<file path="src/rtl/ka_18bit_seq.sv">
// Sequential 18-bit carry-less Karatsuba multiplier. One shared 9-bit core
// computes the lo, hi and mid sub-products on successive cycles.

module ka_9bit (
    input  logic [8:0]  a,
    input  logic [8:0]  b,
    output logic [16:0] p
);
    // One Karatsuba level: 5-bit low half, 4-bit high half (zero-padded to 5).
    function automatic logic [8:0] clmul5(input logic [4:0] x, input logic [4:0] z);
        logic [8:0] r;
        r = '0;
        for (int i = 0; i < 5; i++)
            if (z[i]) r = r ^ ({4'b0, x} << i);
        return r;
    endfunction

    logic [4:0] ah, bh;
    logic [8:0] pl, ph, pm, m;

    assign ah = {1'b0, a[8:5]};
    assign bh = {1'b0, b[8:5]};
    assign pl = clmul5(a[4:0], b[4:0]);
    assign ph = clmul5(ah, bh);
    assign pm = clmul5(a[4:0] ^ ah, b[4:0] ^ bh);
    assign m  = pm ^ pl ^ ph;
    assign p  = ({8'b0, ph} << 10) ^ ({8'b0, m} << 5) ^ {8'b0, pl};
endmodule

module ka_18bit_seq (
    input  logic        clk,
    input  logic        rst_n,
    input  logic        in_valid,
    output logic        in_ready,
    input  logic [17:0] a,
    input  logic [17:0] b,
    output logic        out_valid,
    input  logic        out_ready,
    output logic [34:0] y
);
    typedef enum logic [2:0] {
        IDLE  = 3'd0,
        S_LO  = 3'd1,
        S_HI  = 3'd2,
        S_MID = 3'd3,
        DONE  = 3'd4
    } state_t;

    state_t      state, state_nx;
    logic [17:0] a_r, b_r;
    logic [16:0] p_lo, p_hi, core_p, m;
    logic [8:0]  core_a, core_b;

    assign in_ready  = (state == IDLE);
    assign out_valid = (state == DONE);

    always_comb begin
        core_a = a_r[8:0];
        core_b = b_r[8:0];
        case (state)
            S_HI: begin
                core_a = a_r[17:9];
                core_b = b_r[17:9];
            end
            S_MID: begin
                core_a = a_r[8:0] ^ a_r[17:9];
                core_b = b_r[8:0] ^ b_r[17:9];
            end
            default: ;
        endcase
    end

    ka_9bit u_core (.a(core_a), .b(core_b), .p(core_p));

    assign m = core_p ^ p_lo ^ p_hi;

    always_comb begin
        state_nx = IDLE;
        case (state)
            IDLE:    state_nx = in_valid ? S_LO : IDLE;
            S_LO:    state_nx = S_HI;
            S_HI:    state_nx = S_MID;
            S_MID:   state_nx = DONE;
            DONE:    state_nx = out_ready ? IDLE : DONE;
            default: state_nx = IDLE;
        endcase
    end

    always_ff @(posedge clk or negedge rst_n) begin
        if (!rst_n) begin
            state <= IDLE;
            a_r   <= '0;
            b_r   <= '0;
            p_lo  <= '0;
            p_hi  <= '0;
            y     <= '0;
        end else begin
            state <= state_nx;
            if (state == IDLE && in_valid) begin
                a_r <= a;
                b_r <= b;
            end
            if (state == S_LO) p_lo <= core_p;
            if (state == S_HI) p_hi <= core_p;
            // Overlap-add of the three sub-products; y then holds until the next S_MID.
            if (state == S_MID)
                y <= {p_hi, 18'b0} ^ {9'b0, m, 9'b0} ^ {18'b0, p_lo};
        end
    end
endmodule

</file>
<file path="config.mk">
export PLATFORM = sky130hd
export DESIGN_NAME = ka_18bit_seq
export DESIGN_NICKNAME = d
export VERILOG_FILES = /design/src/rtl/ka_18bit_seq.sv
export SDC_FILE = /design/constraint.sdc
export NUM_CORES = 1
export LEC_CHECK = 0
export ABC_CLOCK_PERIOD_IN_PS = 7500
export BUFFER_PORTS_ARGS = -buffer_cell sky130_fd_sc_hd__clkbuf_2
export CELL_PAD_IN_SITES_DETAIL_PLACEMENT = 2
export CELL_PAD_IN_SITES_GLOBAL_PLACEMENT = 2
export CORE_MARGIN = 2
export CORE_UTILIZATION = 41
export CTS_BUF_LIST = sky130_fd_sc_hd__clkbuf_16
export DETAILED_ROUTE_END_ITERATION = 12
export PLACE_DENSITY = 0.92
export SYNTH_ARGS = -nofsm -noshare
export SYNTH_HDL_FRONTEND = slang
export SYNTH_SLANG_ARGS = --single-unit
</file>
<file path="constraint.sdc">
create_clock -name clk -period 7.5 [get_ports clk]
set_input_delay 1.875 -clock clk [delete_from_list [all_inputs] [get_ports clk]]
set_output_delay 1.875 -clock clk [all_outputs]
set_load 0.02 [all_outputs]
</file>
# Word level (Yosys, flattened, before mapping)
# Index checks and enable logic that the tools add are counted.
# op_classes
n_eq_ne	4
muxes	19
n_bitwise	23
n_reduce_logical	2
# ops
op	count
2-to-1 mux 9 bit	11
XOR 9 bit	6
one-hot mux 9 bit (2 select lines)	2
XOR 35 x 17 -> 35 bit	1
XOR 35 x 26 -> 35 bit	1
XOR 17 bit	2
XOR 9 x 6 -> 9 bit	3
XOR 9 x 7 -> 9 bit	3
XOR 9 x 8 -> 9 bit	2
XOR 17 x 14 -> 17 bit	1
XOR 17 x 9 -> 17 bit	1
one-hot mux 3 bit (5 select lines)	1
2-to-1 mux 5 bit	2
XOR 5 x 4 -> 5 bit	2
XOR 9 x 5 -> 9 bit	1
== test 3 x 2 -> 1 bit, second input constant	2
2-to-1 mux 4 bit	1
== test 3 x 1 -> 1 bit, second input constant	1
== test 3 bit, second input constant	1
logical NOT 3 bit	1
2-to-1 mux 3 bit	1
logical AND 1 bit	1
2-to-1 mux 1 bit	1
# word_totals
register_bits	108
input_bits	40
out_inout_bits	37
elab_cells	54

# Depth between registers and ports, before layout
# depth
word_depth	20
depth_mapped	12

# Cells and area by module
# A second synthesis with hierarchy kept.
# hier_totals
hier_cells	496
area_unflattened_um2	5714.2
# by_module_without_submodules
module	instances	cells_per_inst	area_each_um2
ka_18bit_seq	1	355	4733.3
ka_9bit	1	141	980.9

# Worst setup path after synthesis
# OpenSTA, ideal clock, no wires.
# synth_path
path_kind	in2reg
startpoint	in in_valid
endpoint	reg a_r[0]
setup_ns	0.125
t_arrival_ns	3.012
setup_slack_ns	4.363
cell_stages	4
n_path_buf	2
path_cell_list	and2_1 clkbuf_1 clkbuf_1 mux2_2
# synth_between
elab_chain_cells	1
# synth_lines
element	line_no	text
start: declaration	33	input logic in_valid,
logical AND 1 bit	99	if (state == IDLE && in_valid) begin
end signal: assignment	92	a_r <= '0;
end signal: assignment	100	a_r <= a;
end: declaration	50	logic [17:0] a_r, b_r;
# No other way between the ends.
# A chain may end at the register's enable or synchronous reset.

# Worst setup path after layout
# layout_path
startpoint	reg state[0]
endpoint	out in_ready
# layout_between
elab_chain_cells	1
# layout_lines
element	line_no	text
start: declaration	49	state_t state, state_nx;
start signal: assignment	98	state <= state_nx;
logical NOT 3 bit	54	assign in_ready = (state == IDLE);
end: declaration	34	output logic in_ready,
# No other way between the ends.

==> impl_results.md <==
* # diodes at 0
* Fin Hold WS at 494.3 ps
* Status: completed
* Hold WC Path Type: reg -> reg
* CP max-delay cell: dfrtp_1
* Hpwl dp at 11.47 mm
* EDFF count, synth at 0
* H-tree Lvls at 3
* Max Fclk at 263.7 MHz
* Leading cell type by number of instances after synthesis: dfrtp_1
* Top delay family on crit path: flip-flops
* Routed WL at 15.77 mm
* Resized cells post-CTS at 0
* #FFs+latches synth at 108
* Core Area at 14590 µm²
* Design Area, Final at 6908 µm²
* Clock transition at path regs at 70 ps
* Clock Latency Late Sink at 360 ps
* TritonCTS buffer count at 9
* Clock skew at 6.373 ps
* Post-Synthesis Cells at 562
* Critical path, cell by cell: nor3_1 -> clkbuf_2
* Final worst-path cycle share at 50.56%
* DR vias at 4309
* Postcts setup bufs at 0
* Top Ports at 77
* Antenna viol nets, final at 0
* Seq/Total Area, Yosys at 44.13%
* Vias in the first global route at 4891
* CP startpoint kind: register
* Die area at 15930 µm²
* CTS tree: yes
* Placed inst area at 6594 µm²
* Most frequent cells after synthesis: 108 x dfrtp_1, 106 x nand2_1, 59 x xnor2_1
* CP Max Fanout at 41
* 1st-pass router iterations at 4
* Starting Density at 41.98%
* Global Route Usage Sum at 21.09%
* Worst-margin pin slew at 1186 ps
* Remaining DRCs at 0
* Synthesis warning total at 0
* Data required, critical path at 5620 ps
* CP bufs+invs at 1
* Port-buffer cells at 76
* Layout cells sized above 1 at 30.79%
* Clock root cell: clkbuf_16
* Antenna violations before repair at 0
* FF/Latch Area at 2703 µm²
* Cell taking the most area after synthesis: dfrtp_1
* Critical path arrival at 1920 ps
* Sink Count at 108
* Synthesized Nets at 602
* Setup TNS at 0 ps
* Shortest period the worst path allows at 3792 ps
* Synth-to-Final Area Change at 12.79%
* Largest stage delay, worst path at 1130 ps
* Final setup vio count at 0
* Final hold violations at 0
* Initial drt markers at 175
* CTS max path bufs at 2
* Max_slew headroom at 20.90%
* Fillers at 1507
* First-pass GRT wire length at 26.42 mm
* Hold_buf cts at 0
* Num rows at 44
* Critical Path End Type: output port
* Top_reg_cell synth: dfrtp_1
* RSZ-0062 raised after global routing: no
* Fin nets at 666
* Crit path kind: reg -> out
* Top cells by area, synth: dfrtp_1 44%, mux2_2 11%, xnor2_1 8.4%
* Syn Area/Cell at 10.90 µm²
* Avg Vias per Cell at 5.294
* Multi-input gate area at 3244 µm²
* Die Y at 126.2 µm
* Yosys cell types at 37
* Max cap viols at 0
* Ys async rst share at 100.0%
* Die W at 126.2 µm
* Final Slew Violations at 0
* Grt total ovfl at 0
* Post-synth top area share at 44.13%
* DR WL/cell at 19.38 µm
* Syn Std Cell Area at 6125 µm²
* Pin count of the biggest net entering global routing at 56
* GP Congestion at 0.7982
==> routing by layer <==
metal | track usage [%] | wire (µm) | vias to the layer above
met5 | 0 | 0 | -
met4 | 4.072 | 138 | 0
met3 | 4.545 | 402 | 12
met2 | 38.11 | 8388 | 65
met1 | 26.07 | 6843 | 2216
li1 | - | - | 2016
==> final cells by class <==
type                            instances  share of cell area (%)
Clock buffer                            9                   3.260
Clock inverter                          6                   1.286
Inverter                                1                 0.05434
Multi-Input combinational cell        426                   46.97
Sequential cell                       108                   39.12
Tap cell                              184                   3.333
Timing Repair Buffer                   80                   5.977
==> state kept, by name, summed over array words and instances (netlist names) <==
register and count:
p_lo 17, state 3, a_r 18, b_r 18, y 35, p_hi 17
==> worst register-to-register path, stage by stage, from the launching register on <==
cell and delay, ps:
dfrtp_1 1130, o21ai_0 290, a21oi_2 580, nand2_1 190, xor2_1 200, xnor2_1 250
xnor3_1 500, xnor2_1 260, o21ai_1 150
==> cell families (layout without fill, tap and decap cells) <==
| kind of cell | count (synthesis) | in the layout | synth area share, % |
|---|---|---|---|
| AOI/OAI and AO/OA | 109 | 109 | 12.60 |
| buffers and inverters | 28 | 96 | 2.942 |
| xor gates and xnor gates | 105 | 105 | 18.61 |
| DFF | 108 | 108 | 44.13 |
| muxes | 59 | 59 | 10.83 |
| and+or+nand+nor | 153 | 153 | 10.89 |
==> worst paths after layout <==
check	from	end	slack, ps	cells after the start
max	state[0]	in_ready	3710	2
min	y[16]	y[16]	490	2
max reg2reg	state[0]	p_hi[10]	3820	8
min reg2reg	y[16]	y[16]	490	2
max in group asynchronous	rst_n	b_r[11]	4750	2
min in group asynchronous	rst_n	p_hi[10]	1560	1
==> per-stage QoR <==
step / instances / utilization [%] / setup slack (ps)
6_report: 814 / 47.35 / 3708
5_1_grt: 814 / 47.35 / 3441
4_1_cts: 814 / 47.35 / 3652
3_5_place_dp: 799 / 45.20 / 3822
3_3_place_gp: 799 / 45.20 / 4126
2_1_floorplan: 562 / - / 4363
==> cells in the final DEF, fill, tap and decap left out <==
| cell type | Yosys | final |
|---|---|---|
| inv_1 | 1 | 2 |
| clkinv_2 | 0 | 1 |
| bufinv_16 | 0 | 2 |
| mux2_2 | 58 | 58 |
| nor2_2 | 1 | 1 |
| xnor2_1 | 59 | 59 |
| a311oi_2 | 1 | 1 |
| clkbuf_16 | 0 | 9 |
| clkbuf_2 | 0 | 75 |
| nand3b_1 | 3 | 3 |
| dfrtp_1 | 108 | 108 |
| nand2b_1 | 2 | 2 |
| mux2i_1 | 1 | 1 |
| nand3_1 | 18 | 18 |
| nand4bb_1 | 1 | 1 |
| a21oi_1 | 9 | 9 |
| inv_6 | 0 | 1 |
| xor2_1 | 27 | 27 |
| xor2_2 | 1 | 1 |
| nand2_2 | 2 | 3 |
| a22oi_1 | 1 | 1 |
| xnor2_2 | 6 | 6 |
| or4bb_1 | 1 | 1 |
| inv_8 | 0 | 1 |
| o211ai_1 | 2 | 2 |
| nor2b_1 | 7 | 7 |
| xnor3_2 | 2 | 2 |
| and2_1 | 1 | 1 |
| o21ai_1 | 23 | 23 |
| buf_4 | 4 | 5 |
| nor2_1 | 9 | 9 |
| o31ai_1 | 1 | 1 |
| o21ai_0 | 45 | 45 |
| nor3_1 | 1 | 1 |
| xnor3_1 | 10 | 10 |
| nand2_1 | 106 | 105 |
| nor2b_4 | 1 | 1 |
| a21oi_4 | 14 | 14 |
| a21oi_2 | 13 | 13 |
Power is left out: the tool's default activity adds up to more than one toggle a clock period on the data nets, which glitch-free logic cannot reach.
